[config.mk]
export PLATFORM = sky130hd
export DESIGN_NAME = xrmem_arbn
export DESIGN_NICKNAME = d
export VERILOG_FILES = /design/src/rtl/xrmem_arbn.sv
export SDC_FILE = /design/constraint.sdc
export NUM_CORES = 1
export LEC_CHECK = 0
export CORE_AREA = 2 2 138 140
export CTS_BUF_LIST = sky130_fd_sc_hd__clkbuf_8 sky130_fd_sc_hd__clkbuf_16
export CTS_CLUSTER_DIAMETER = 50
export CTS_CLUSTER_SIZE = 16
export DETAILED_ROUTE_END_ITERATION = 6
export DIE_AREA = 0 0 140 142
export PLACE_DENSITY = 0.67
export REMOVE_ABC_BUFFERS = 1
export SLEW_MARGIN = 10
export SYNTH_ARGS = -nofsm -noshare
export SYNTH_HDL_FRONTEND = slang
export SYNTH_SLANG_ARGS = --single-unit
[constraint.sdc]
create_clock -name clk -period 3.6 [get_ports clk]
set_input_delay 0.54 -clock clk [delete_from_list [all_inputs] [get_ports clk]]
set_output_delay 0.54 -clock clk [all_outputs]
set_load 0.01 [all_outputs]
[src/rtl/xrmem_arbn.sv]
// Arbitrates the host and NUM_WR write-only masters onto the XR registers and the color/tile/copper memories.
// Writes are driven in the grant cycle. Acks are registered one cycle later. Host reads yield to video reads.
module xrmem_arbn #(
   parameter int NUM_WR     = 2,
   parameter int RR_EN      = 1,
   parameter int STARVE_MAX = 7
) (
   input  logic                 clk,
   input  logic                 reset_ni,
   input  logic                 host_sel_i,
   input  logic                 host_wr_i,
   input  logic [15:0]          host_addr_i,
   input  logic [15:0]          host_data_i,
   output logic                 host_ack_o,
   output logic [15:0]          host_data_o,
   input  logic [NUM_WR-1:0]    wm_sel_i,
   output logic [NUM_WR-1:0]    wm_ack_o,
   input  logic [16*NUM_WR-1:0] wm_addr_i,
   input  logic [16*NUM_WR-1:0] wm_data_i,
   output logic                 xreg_wr_o,
   output logic [15:0]          xreg_addr_o,
   output logic [15:0]          xreg_data_o,
   input  logic [15:0]          xreg_data_i,
   output logic [2:0]           mem_wr_en_o,
   output logic [15:0]          mem_wr_addr_o,
   output logic [15:0]          mem_wr_data_o,
   input  logic [2:0]           vid_sel_i,
   input  logic [47:0]          vid_addr_i,
   output logic [2:0]           mem_rd_en_o,
   output logic [47:0]          mem_rd_addr_o,
   input  logic [47:0]          mem_rd_data_i
);

   localparam logic [2:0] RG_REGS   = 3'd0;
   localparam logic [2:0] RG_COLOR  = 3'd1;
   localparam logic [2:0] RG_TILE   = 3'd2;
   localparam logic [2:0] RG_COPPER = 3'd3;
   localparam logic [2:0] RG_NONE   = 3'd4;

   function automatic logic [2:0] decode(input logic [15:0] a);
      logic [2:0] r;
      r = RG_NONE;
      if (!a[15])                r = RG_REGS;
      else if (a[14:13] == 2'b00) r = RG_COLOR;
      else if (a[14:13] == 2'b01) r = RG_TILE;
      else if (a[14:13] == 2'b10) r = RG_COPPER;
      return r;
   endfunction

   logic [1:0]        rr_ptr;
   logic [3:0]        starve_cnt;
   logic              host_ack_q;
   logic              rd_ack_q;
   logic [2:0]        rd_rgn_q;
   logic [15:0]       rd_hold_q;
   logic [NUM_WR-1:0] wm_ack_q;

   logic              host_wpend, host_rpend, host_force;
   logic              host_wgnt, host_rgnt, m_any, m_gnt, m_win_pend, wr_vld;
   logic              hi_found;
   logic [1:0]        hi_idx, lo_idx, m_win;
   logic [15:0]       m_addr, m_data, wr_addr, wr_data, rd_live;
   logic [2:0]        wr_rgn, host_rgn;
   logic [NUM_WR-1:0] m_gnt_vec;

   // The winner is chosen among masters holding sel, so a master keeps its slot through its
   // own ack cycle: a held request under fixed priority shuts out lower masters and the host.
   always_comb begin
      lo_idx   = '0;
      hi_idx   = '0;
      hi_found = 1'b0;
      for (int i = NUM_WR - 1; i >= 0; i--) begin
         if (wm_sel_i[i]) begin
            lo_idx = 2'(i);
            if (2'(i) >= rr_ptr) begin
               hi_idx   = 2'(i);
               hi_found = 1'b1;
            end
         end
      end
      m_win = hi_found ? hi_idx : lo_idx;
   end

   always_comb begin
      m_addr     = '0;
      m_data     = '0;
      m_win_pend = 1'b0;
      for (int i = 0; i < NUM_WR; i++) begin
         if (m_win == 2'(i)) begin
            m_addr     = wm_addr_i[16*i +: 16];
            m_data     = wm_data_i[16*i +: 16];
            m_win_pend = wm_sel_i[i] & ~wm_ack_q[i];
         end
      end
   end

   assign host_rgn   = decode(host_addr_i);
   assign host_wpend = host_sel_i & host_wr_i & ~host_ack_q;
   assign host_rpend = host_sel_i & ~host_wr_i & ~host_ack_q;
   assign host_force = host_wpend && (starve_cnt == 4'(STARVE_MAX));
   assign m_any      = |wm_sel_i;
   assign host_wgnt  = reset_ni & host_wpend & (host_force | ~m_any);
   assign m_gnt      = reset_ni & m_any & ~host_wgnt & m_win_pend;
   assign wr_vld     = host_wgnt | m_gnt;
   assign wr_addr    = host_wgnt ? host_addr_i : m_addr;
   assign wr_data    = host_wgnt ? host_data_i : m_data;
   assign wr_rgn     = decode(wr_addr);

   always_comb begin
      m_gnt_vec = '0;
      for (int i = 0; i < NUM_WR; i++) begin
         m_gnt_vec[i] = m_gnt && (m_win == 2'(i));
      end
   end

   assign xreg_wr_o     = wr_vld && (wr_rgn == RG_REGS);
   assign xreg_addr_o   = xreg_wr_o ? wr_addr : host_addr_i;
   assign xreg_data_o   = wr_data;
   assign mem_wr_en_o   = {wr_vld && (wr_rgn == RG_COPPER),
                           wr_vld && (wr_rgn == RG_TILE),
                           wr_vld && (wr_rgn == RG_COLOR)};
   assign mem_wr_addr_o = wr_addr;
   assign mem_wr_data_o = wr_data;

   always_comb begin
      host_rgnt = 1'b0;
      if (reset_ni && host_rpend) begin
         case (host_rgn)
            RG_REGS:   host_rgnt = !xreg_wr_o;
            RG_COLOR:  host_rgnt = !vid_sel_i[0];
            RG_TILE:   host_rgnt = !vid_sel_i[1];
            RG_COPPER: host_rgnt = !vid_sel_i[2];
            default:   host_rgnt = 1'b1;
         endcase
      end
   end

   // Video owns a region's read port whenever it asks; the host only gets the idle ones.
   always_comb begin
      mem_rd_en_o   = '0;
      mem_rd_addr_o = '0;
      for (int r = 0; r < 3; r++) begin
         mem_rd_en_o[r] = vid_sel_i[r] | (host_rgnt && (host_rgn == 3'(r + 1)));
         mem_rd_addr_o[16*r +: 16] = vid_sel_i[r] ? vid_addr_i[16*r +: 16] : host_addr_i;
      end
   end

   always_comb begin
      case (rd_rgn_q)
         RG_REGS:   rd_live = xreg_data_i;
         RG_COLOR:  rd_live = mem_rd_data_i[15:0];
         RG_TILE:   rd_live = mem_rd_data_i[31:16];
         RG_COPPER: rd_live = mem_rd_data_i[47:32];
         default:   rd_live = 16'h0000;
      endcase
   end

   assign host_data_o = rd_ack_q ? rd_live : rd_hold_q;
   assign host_ack_o  = host_ack_q;
   assign wm_ack_o    = wm_ack_q;

   always_ff @(posedge clk) begin
      if (!reset_ni) begin
         host_ack_q <= 1'b0;
         rd_ack_q   <= 1'b0;
         rd_rgn_q   <= RG_REGS;
         rd_hold_q  <= 16'h0000;
         wm_ack_q   <= '0;
         starve_cnt <= '0;
         rr_ptr     <= '0;
      end else begin
         host_ack_q <= host_wgnt | host_rgnt;
         rd_ack_q   <= host_rgnt;
         wm_ack_q   <= m_gnt_vec;
         if (host_rgnt) rd_rgn_q <= host_rgn;
         if (rd_ack_q)  rd_hold_q <= rd_live;
         if (host_wpend && !host_wgnt) starve_cnt <= starve_cnt + 4'd1;
         else                          starve_cnt <= '0;
         if ((RR_EN != 0) && m_gnt)
            rr_ptr <= (m_win == 2'(NUM_WR - 1)) ? 2'd0 : m_win + 2'd1;
      end
   end

endmodule

==> results.toml <==
[sta]
setup_tns_ns = 0
finalSetupViolations = 0
drv_slew = 0
max_freq_mhz = 290.4
min_period_over_period = 0.9564
finalCriticalPeriod_ns = 3.443
whs_ns = 0.4488
hold_violations = 0
tightestPinTransition_ns = 0.9166
finalClockSkew_ns = 0.008229
rsz0062_at_grt = "false"
slew_headroom = 0.3881

[setup_path]
cp_slowest_cell = "clkdlybuf4s50_1"
worstSetupEndpointType = "output port"
cpPeakStageDelay_ns = 0.62
cp-start-kind = "input pin"
path_common_cell = "clkdlybuf4s50_1"
crit_buf_inv = 3
criticalPathCategory = "input pin to output port"
crit_fanout = 25
crit_arrival_ns = 2.90
required_ns = 3.06
path_delay_family = "buffers and inverters"
path_cells = "clkdlybuf4s50_1 -> nand2b_1 -> nand2_2 -> buf_4 -> mux2i_1 -> o21ai_0 -> clkdlybuf4s50_1"

[floorplanning]
die_area_mm2 = 0.01988
ios = 355
fp-row-count = 50
core-area_mm2 = 0.01846
die_h_um = 142
start_util = 0.1774
die_width_um = 140

[cts]
cts_hold_buf = 0
clk_pin_slew_ns = 0.06
cts_max_level = 1
cts_sinks = 28
root_buffer = "clkbuf_16"
numCtsBuffers = 3
cts_tree = "yes"
clk_latency_ns = 0.26
cts_buffer_depth = 2

[yosys]
synthArstFlopShare = 0
synthAdderAreaFrac = 0.02675
ys.flop_type = "dfxtp_1"
synth-seq-cells = 28
synth_edf_count = 0
netlist_area_mm2 = 0.003274
synth-simple-area-share = 0.1903
ys_types = 43
yosysWarnings = 0
synthCells = 453
synth_top_family_by_area = "multiplexers"
synthMuxAreaShare = 0.2507
syn_avg_cell_area_um2 = 7.228
synth-seq-area-share = 0.1712
synth-xor-area-share = 0.005350
synth_compound_area_frac = 0.2090

[detailed_routing]
top_layer = "met4"
vias_per_cell = 4.335
dr_wl_met2_um = 8476
drtPass1Iterations = 7
routedWlPerCell_um = 16.33
wl_met1_um = 6884
antenna_left = 0
wl_met3_um = 1056
drc_errors = 13
totalWireLength_um = 16680
drt_iter0_drc = 171
vias = 4426

[global_route]
grt_pass1_wl_um = 24580
antenna_found_initial = 1
grt_pass1_vias = 4481
grt_start_max_net_pins = 37
gr-total-overflow = 0
grt_use_total = 0.1568

[outcome]
status = "complete, but fails checks"
violations = "design-rule violations"

[placed_design]
port_buffers = 354
placed_cells_incl_taps = 1016
gp_congestion = 0.8128
hpwl_um = 14180

[pwr]
power_frac_comb = 0.569
max-vdd-ir-drop_v = 0.0002107
p_int_uw = 1079
clkPwrFrac = 0.215
netSwitchingFraction = 0.2896
p_leak_uw = 0.002916
p_total_uw = 1519
power_frac_seq = 0.216
cellPowerDensity_mw_per_mm2 = 212.1
switchingPower_uw = 439.7

[flow_run]
maxCapViolCount = 0

[cells_and_area]
fin_cells = 1021
area_growth_pct = 118.6
post-route-util = 0.3879
layout.nets = 1011
drive_gt1_frac = 0.06616

[worst_hold_path]
holdCritPathClass = "flop to flop"
per-stage QoR:
step                      setup WS, ns  area, um2
after floorplan                -0.3400       2989
after global placement         0.06827       7037
after detailed placement      -0.02044       7037
after CTS                     0.008854       7142
after global routing           0.03291       7158
final                           0.1570       7158
area by class of cell:
cell class,instances,area (um2)
clock buffers,3,75.07
multi-input cells,324,2248
well taps,234,292.8
inverters,52,195.2
diodes,1,2.502
flip-flops and latches,28,560.5
fillers,1894,11300
clock inverters,1,30.03
repair buffers,378,3754
synth_stat cells (2+ instances only):
cell type	number	area share
a31o_1	2	0.0054
or2_1	2	0.0038
nand3b_1	3	0.0069
clkbuf_1	22	0.025
mux4_2	16	0.11
a21boi_0	3	0.0069
and2_1	18	0.034
nor2_1	23	0.026
buf_2	6	0.0092
ha_1	7	0.027
a21oi_1	17	0.026
nor3_1	2	0.0031
buf_6	2	0.0069
mux2i_1	46	0.14
nand3_1	2	0.0031
dfxtp_1	28	0.17
nand2_1	68	0.078
nor2b_1	2	0.0038
nand2b_1	3	0.0057
o22ai_1	16	0.031
and3_1	4	0.0076
o21ai_0	72	0.11
inv_1	52	0.060
buf_4	18	0.041
worst paths after layout:
kind	startpoint	endpoint	slack (ns)	cells after the start
setup / recovery	wm_sel_i[0]	xreg_data_o[13]	0.16	7
hold / removal	starve_cnt[0]$_SDFF_PN0_	starve_cnt[0]$_SDFF_PN0_	0.45	1
setup reg to reg	rd_rgn_q[1]$_SDFFE_PN0N_	rd_hold_q[14]$_SDFF_PN0_	1.79	4
hold reg to reg	starve_cnt[0]$_SDFF_PN0_	starve_cnt[0]$_SDFF_PN0_	0.45	1
metal layers:
layer,GRT usage,vias up
li1,-,2201
met1,0.1934,2029
met2,0.2878,184
met3,0.02995,12
met4,0.02764,0
met5,0,-
power groups by stage:
| stage | Clock, uW | Sequential (uW) | Combinational, uW |
|---|---|---|---|
| CTS | 339 | 328 | 874 |
| global route | 351 | 329 | 927 |
| global placement | 0 | 335 | 865 |
| detailed placement | 0 | 335 | 868 |
| finish | 327 | 328 | 864 |
| floorplan | 0 | 337 | 270 |
layout by cell type, fill, tap and decap left out, drive strengths merged, types with 5 or more instances in the layout:
master         instances
dfxtp                 28
buf                   24
clkdlybuf4s50        352
and3                   5
o22ai                 16
a21oi                 17
and2                  18
nor2                  23
mux2i                 46
nand2                 68
ha                     7
mux4                  16
o21ai                 72
inv                   52
registers in the layout (all words and copies together), names as in the netlist:
name and count:
host_ack_o 1, rd_ack_q 1, rd_hold_q 16, rd_rgn_q 3, rr_ptr 1, starve_cnt 4, wm_ack_o 2
what timing repair did:
item / CTS / global route
pin swaps: 0 / 0
buffers inserted: 0 / 0
gates resized for setup: 1 / 5
setup endpoints to repair: 2 / 8
cells by family (layout without fill, tap and decap cells):
logic type,Yosys count,after routing
flops,28,28
buf+inv,101,434
simple gates,133,133
compound gates,120,120
other cells,0,1
xor+xnor,2,2
mux,62,62
fa+ha+maj,7,7
worst register-to-register path, delay by kind of cell (launching register included):
kind | cells | cell delay (ns)
muxes | 1 | 0.44
AOI/OAI and AO/OA | 1 | 0.08
and+or+nand+nor | 1 | 0.20
DFF | 1 | 0.92
buffers and inverters | 1 | 0.07
(Power assumes the default switching activity.)
